## config.mk

```make
export PLATFORM = sky130hd
export DESIGN_NAME = rmst_rd_arbiter
export DESIGN_NICKNAME = d
export VERILOG_FILES = /design/src/rtl/rmst_rd_arbiter.sv
export SDC_FILE = /design/constraint.sdc
export NUM_CORES = 1
export LEC_CHECK = 0
export ABC_AREA = 1
export CORE_MARGIN = 10
export CORE_UTILIZATION = 50
export CTS_CLUSTER_DIAMETER = 60
export DETAILED_ROUTE_END_ITERATION = 10
export PLACE_DENSITY = 0.81
export SLEW_MARGIN = 30
export SYNTH_ARGS = -nofsm -noshare
export SYNTH_HDL_FRONTEND = slang
export SYNTH_SLANG_ARGS = --single-unit
```

## constraint.sdc

```tcl
create_clock -name clk -period 12.91 [get_ports clk]
set_input_delay 2.582 -clock clk [delete_from_list [all_inputs] [get_ports clk]]
set_output_delay 2.582 -clock clk [all_outputs]
set_load 0.01 [all_outputs]
```

## src/rtl/rmst_rd_arbiter.sv

```systemverilog
// rmst_rd_arbiter: shares one Avalon read master between the IFM load
// controller (requester 0) and the weight load controller (requester 1).
// Start pulses are latched with their address/length, one requester is
// granted at a time, and the master's done pulse is routed back to the
// requester that owns the burst.
// Build option: define RMST_ARB_FIXED_PRIO_EN to give requester 0 fixed
// priority when both are pending; otherwise arbitration is round robin.
//
//   state | meaning
//   IDLE  | no burst outstanding, grant a pending requester if any
//   WAIT  | burst issued to read master, waiting for m_done
module rmst_rd_arbiter #(
  parameter int AW = 12,
  parameter int DW = 32,
  parameter int CW = 16
) (
  input  logic          clk,
  input  logic          rst,
  input  logic          req0_start,
  input  logic [DW-1:0] req0_raddr,
  input  logic [AW-1:0] req0_iolen,
  output logic          req0_done,
  input  logic          req1_start,
  input  logic [DW-1:0] req1_raddr,
  input  logic [AW-1:0] req1_iolen,
  output logic          req1_done,
  output logic          m_start,
  output logic [DW-1:0] m_raddr,
  output logic [AW-1:0] m_iolen,
  input  logic          m_done,
  output logic          busy,
  output logic          grant_id,
  output logic          req_ovf,
  output logic [CW-1:0] cnt0,
  output logic [CW-1:0] cnt1
);

  typedef enum logic {IDLE, WAIT} state_t;

  state_t        state, state_nxt;
  logic          pend0, pend1;
  logic [DW-1:0] cap_raddr0, cap_raddr1;
  logic [AW-1:0] cap_iolen0, cap_iolen1;
  logic          grant_vld;
  logic          grant_sel;
  logic          done_vld;
  logic          clr0, clr1;

  // State register.
  always_ff @(posedge clk or posedge rst) begin
    if (rst) state <= IDLE;
    else     state <= state_nxt;
  end

  // Next-state logic and arbitration decision.
  always_comb begin
    state_nxt = state;
    grant_vld = 1'b0;
    grant_sel = grant_id;
    done_vld  = 1'b0;
    case (state)
      IDLE: begin
        if (pend0 || pend1) begin
          grant_vld = 1'b1;
          state_nxt = WAIT;
          if (pend0 && pend1) begin
`ifdef RMST_ARB_FIXED_PRIO_EN
            grant_sel = 1'b0;
`else
            grant_sel = ~grant_id;
`endif
          end else begin
            grant_sel = pend1;
          end
        end
      end
      WAIT: begin
        if (m_done) begin
          done_vld  = 1'b1;
          state_nxt = IDLE;
        end
      end
      default: state_nxt = IDLE;
    endcase
  end

  assign clr0 = grant_vld & ~grant_sel;
  assign clr1 = grant_vld &  grant_sel;
  assign busy = (state == WAIT);

  // Pending flags and captures; a new start wins over a same-cycle grant clear.
  always_ff @(posedge clk or posedge rst) begin
    if (rst) begin
      pend0      <= 1'b0;
      pend1      <= 1'b0;
      cap_raddr0 <= '0;
      cap_raddr1 <= '0;
      cap_iolen0 <= '0;
      cap_iolen1 <= '0;
      req_ovf    <= 1'b0;
    end else begin
      pend0 <= req0_start | (pend0 & ~clr0);
      pend1 <= req1_start | (pend1 & ~clr1);
      if (req0_start) begin
        cap_raddr0 <= req0_raddr;
        cap_iolen0 <= req0_iolen;
      end
      if (req1_start) begin
        cap_raddr1 <= req1_raddr;
        cap_iolen1 <= req1_iolen;
      end
      if ((req0_start & pend0 & ~clr0) | (req1_start & pend1 & ~clr1))
        req_ovf <= 1'b1;
    end
  end

  // Master-side outputs: burst parameters hold until the next grant.
  always_ff @(posedge clk or posedge rst) begin
    if (rst) begin
      m_start  <= 1'b0;
      m_raddr  <= '0;
      m_iolen  <= '0;
      grant_id <= 1'b0;
    end else begin
      m_start <= grant_vld;
      if (grant_vld) begin
        grant_id <= grant_sel;
        m_raddr  <= grant_sel ? cap_raddr1 : cap_raddr0;
        m_iolen  <= grant_sel ? cap_iolen1 : cap_iolen0;
      end
    end
  end

  // Completion routing and per-requester burst counters.
  always_ff @(posedge clk or posedge rst) begin
    if (rst) begin
      req0_done <= 1'b0;
      req1_done <= 1'b0;
      cnt0      <= '0;
      cnt1      <= '0;
    end else begin
      req0_done <= done_vld & ~grant_id;
      req1_done <= done_vld &  grant_id;
      if (done_vld & ~grant_id) cnt0 <= cnt0 + CW'(1);
      if (done_vld &  grant_id) cnt1 <= cnt1 + CW'(1);
    end
  end

endmodule

```

==> out/qor.txt <==
CTS tree - yes
Ant diodes - 0
Port bufs - 174
CP required - 10330 ps
Final worst slack - 8820 ps
Peak supply drop - 0.0000931 V
DRT Pass-1 Iters - 4
Ratio of cells with drive above 1 in the final layout - 0.0485
Site row count - 43
Worst-margin pin slew - 901 ps
RSZ-0062 raised after global routing - no
Crit path arrival time - 1510 ps
Hold Buf Count CTS - 0
Largest net degree at the start of global routing - 111
Worst hold start - cap_iolen1[5]
Global-route wire length before repair - 30.8 mm
Asr flop ratio synth - 1.00
Status - complete, no violations
Routed met2 length - 9.23 mm
Post-Syn Nets - 894
Leakage - 0.00451 uW
Wl on met1 - 7.69 mm
Dpl hpwl - 12.5 mm
Met3 routed WL - 1.47 mm
Total wire length - 18.7 mm
Relative slew slack - 0.398
Syn Area/Cell - 8.98 um2
Worst-path clk slew - 60 ps
Worst Skew - 8.72 ps
Setup violations, final - 0
Vias per inst - 5.15
Post-Syn Instances - 799
Largest cells by area after synthesis - dfrtp_1 60%, nand2_1 15%, o211ai_1 4.6%
DRC errors left - 0
Top post-synthesis cells by count - 285 x nand2_1, 172 x dfrtp_1, 83 x inv_1
Sequential element share of the synthesized area - 0.600
Fin crit share - 0.317
DIE AREA - 0.0195 mm2
Max-Cap Viols - 0
Layout area overhead - 33.4%
Synthesis warning total - 0
Total GRT Usage - 0.193
Max clock buf depth - 2
Type of the worst setup path - reg -> out
Critical Path, Cell by Cell - clkdlybuf4s50_1
Via count - 5921
I/O pin cnt - 175
Routability Congestion - 0.808
Fin crit period - 4090 ps
F_max - 244 MHz
Nets - 1056
Die Width - 140 um
Synth top area share - 0.600
Fin. Hold Viols - 0
Congestion Overflow GR - 0
Most used DFF post-synth - dfrtp_1
Area after DPL - 0.00904 mm2
Pwr Total - 1820 uW
DR iter-0 viols - 420
Vias in the first global route - 6118
Post-route ant nets - 0
Dpl ws - 8240 ps
Avg WL per Cell - 16.3 um
Fill cells - 1114
Post-CTS sizing - 0
Largest area contributor in the netlist - dfrtp_1
Setup Fix Bufs, Post-CTS - 0
Setup TNS - 0 ps
Clock root buffer - clkbuf_16
Antenna violations before repair - 0
Synth Register Bits - 172
CP bufs+invs - 1
Mapped Area - 0.00717 mm2
Initial core utilization - 0.513
Critical path's top delay family - buffers and inverters
CP startpoint kind - flip-flop
Worst setup EP type - output port
Core area - 0.0140 mm2
Sink Count - 172
Reg-to-reg startpoint - busy
Crit-path max cell delay - 600 ps
Hold crit path type - reg -> reg
Final Cell Area - 0.00957 mm2
Top layer in use - met4
Clk Latency, worst-skew pair - 420 ps
Post-synth EDFFs - 0
CP max-delay cell - clkdlybuf4s50_1
Cell with the most instances after synthesis - nand2_1
Num CTS Buffers - 17
Distinct cells, synth - 25
Final Slew Violations - 0
Crit Path Max Fanout - 6
Power density over the cells - 190 mW/mm2
CP Launch Point - busy
Htree depth - 4
Die Y - 140 um
cell families (layout without fill, tap and decap cells):
family          after synthesis  count (layout)  synth area share
fa+ha+maj                     2               2           0.00349
compound gates               96              96            0.0849
buf+inv                     122             293            0.0654
xor+xnor                     19              19            0.0232
simple gates                388             388             0.223
flops                       172             172             0.600
layout by cell type, fill, tap and decap left out:
cell and count:
a21o_1 1, a31oi_1 1, inv_1 82, clkbuf_1 5, buf_4 4, nor3_1 4
nand3_1 62, nand2_1 285, dfrtp_1 172, clkinv_2 1, nand2_4 1, bufinv_16 1
nor2_2 4, buf_2 2, o21ai_0 47, xnor2_1 9, nor2_1 20, xor2_1 10
o211ai_1 44, nand4_1 6, clkbuf_8 4, o21ai_4 2, nand2_2 2, clkbuf_16 17
inv_8 1, clkdlybuf4s50_1 172, inv_2 4, nor2_4 3, o21ai_1 1, ha_1 2
nand3_2 1
per-layer routing:
layer | GRT usage | vias to the layer above
li1 | - | 2855
met1 | 0.229 | 2858
met2 | 0.317 | 184
met3 | 0.0701 | 24
met4 | 0.0658 | 0
met5 | 0 | -
metrics by stage:
stage,std cells,utilization,hold WS [ps]
4_1_cts,1150,0.684,474
3_5_place_dp,1122,0.646,459
5_1_grt,1150,0.684,491
3_3_place_gp,1122,0.646,455
6_report,1150,0.684,471
2_1_floorplan,799,-,443
worst reg2reg max path, stage by stage, from the launching register on:
cell and delay [ps]:
dfrtp_1 490, inv_2 100, o21ai_4 60, buf_4 480, inv_2 530, nand3_1 260
o211ai_1 120
area by class of cell:
type / count / area [um2] / area share
multi-input cells: 505 / 2410 / 0.252
clock buffers: 26 / 499 / 0.0522
flip-flops and latches: 172 / 4300 / 0.450
repair buffers: 178 / 1760 / 0.184
clock inverters: 2 / 35.0 / 0.00366
well taps: 180 / 225 / 0.0235
inverters: 87 / 334 / 0.0349
power breakdown:
part	total (uW)	switching (uW)	internal [uW]
combinational	612	341	271
sequential	735	79.3	655
clock	470	188	281
state kept, by name, indices dropped and copies added, names as in the netlist:
register / flops
cnt1: 16
req1_done: 1
pend1: 1
m_iolen: 12
cnt0: 16
req0_done: 1
cap_raddr0: 32
cap_iolen0: 12
pend0: 1
cap_raddr1: 32
cap_iolen1: 12
m_raddr: 32
grant_id: 1
busy: 1
m_start: 1
req_ovf: 1
path summary, 6_finish.rpt:
kind                                 end  slack, ps  cells after the start
setup / recovery                    busy       8820                      1
hold / removal             cap_iolen1[5]        470                      2
setup reg to reg             m_raddr[29]      10740                      6
hold reg to reg            cap_iolen1[5]        470                      2
max in group asynchronous          pend1       8910                      3
min in group asynchronous       cnt0[14]       2700                      2
Power figures use the tool's default switching activity.
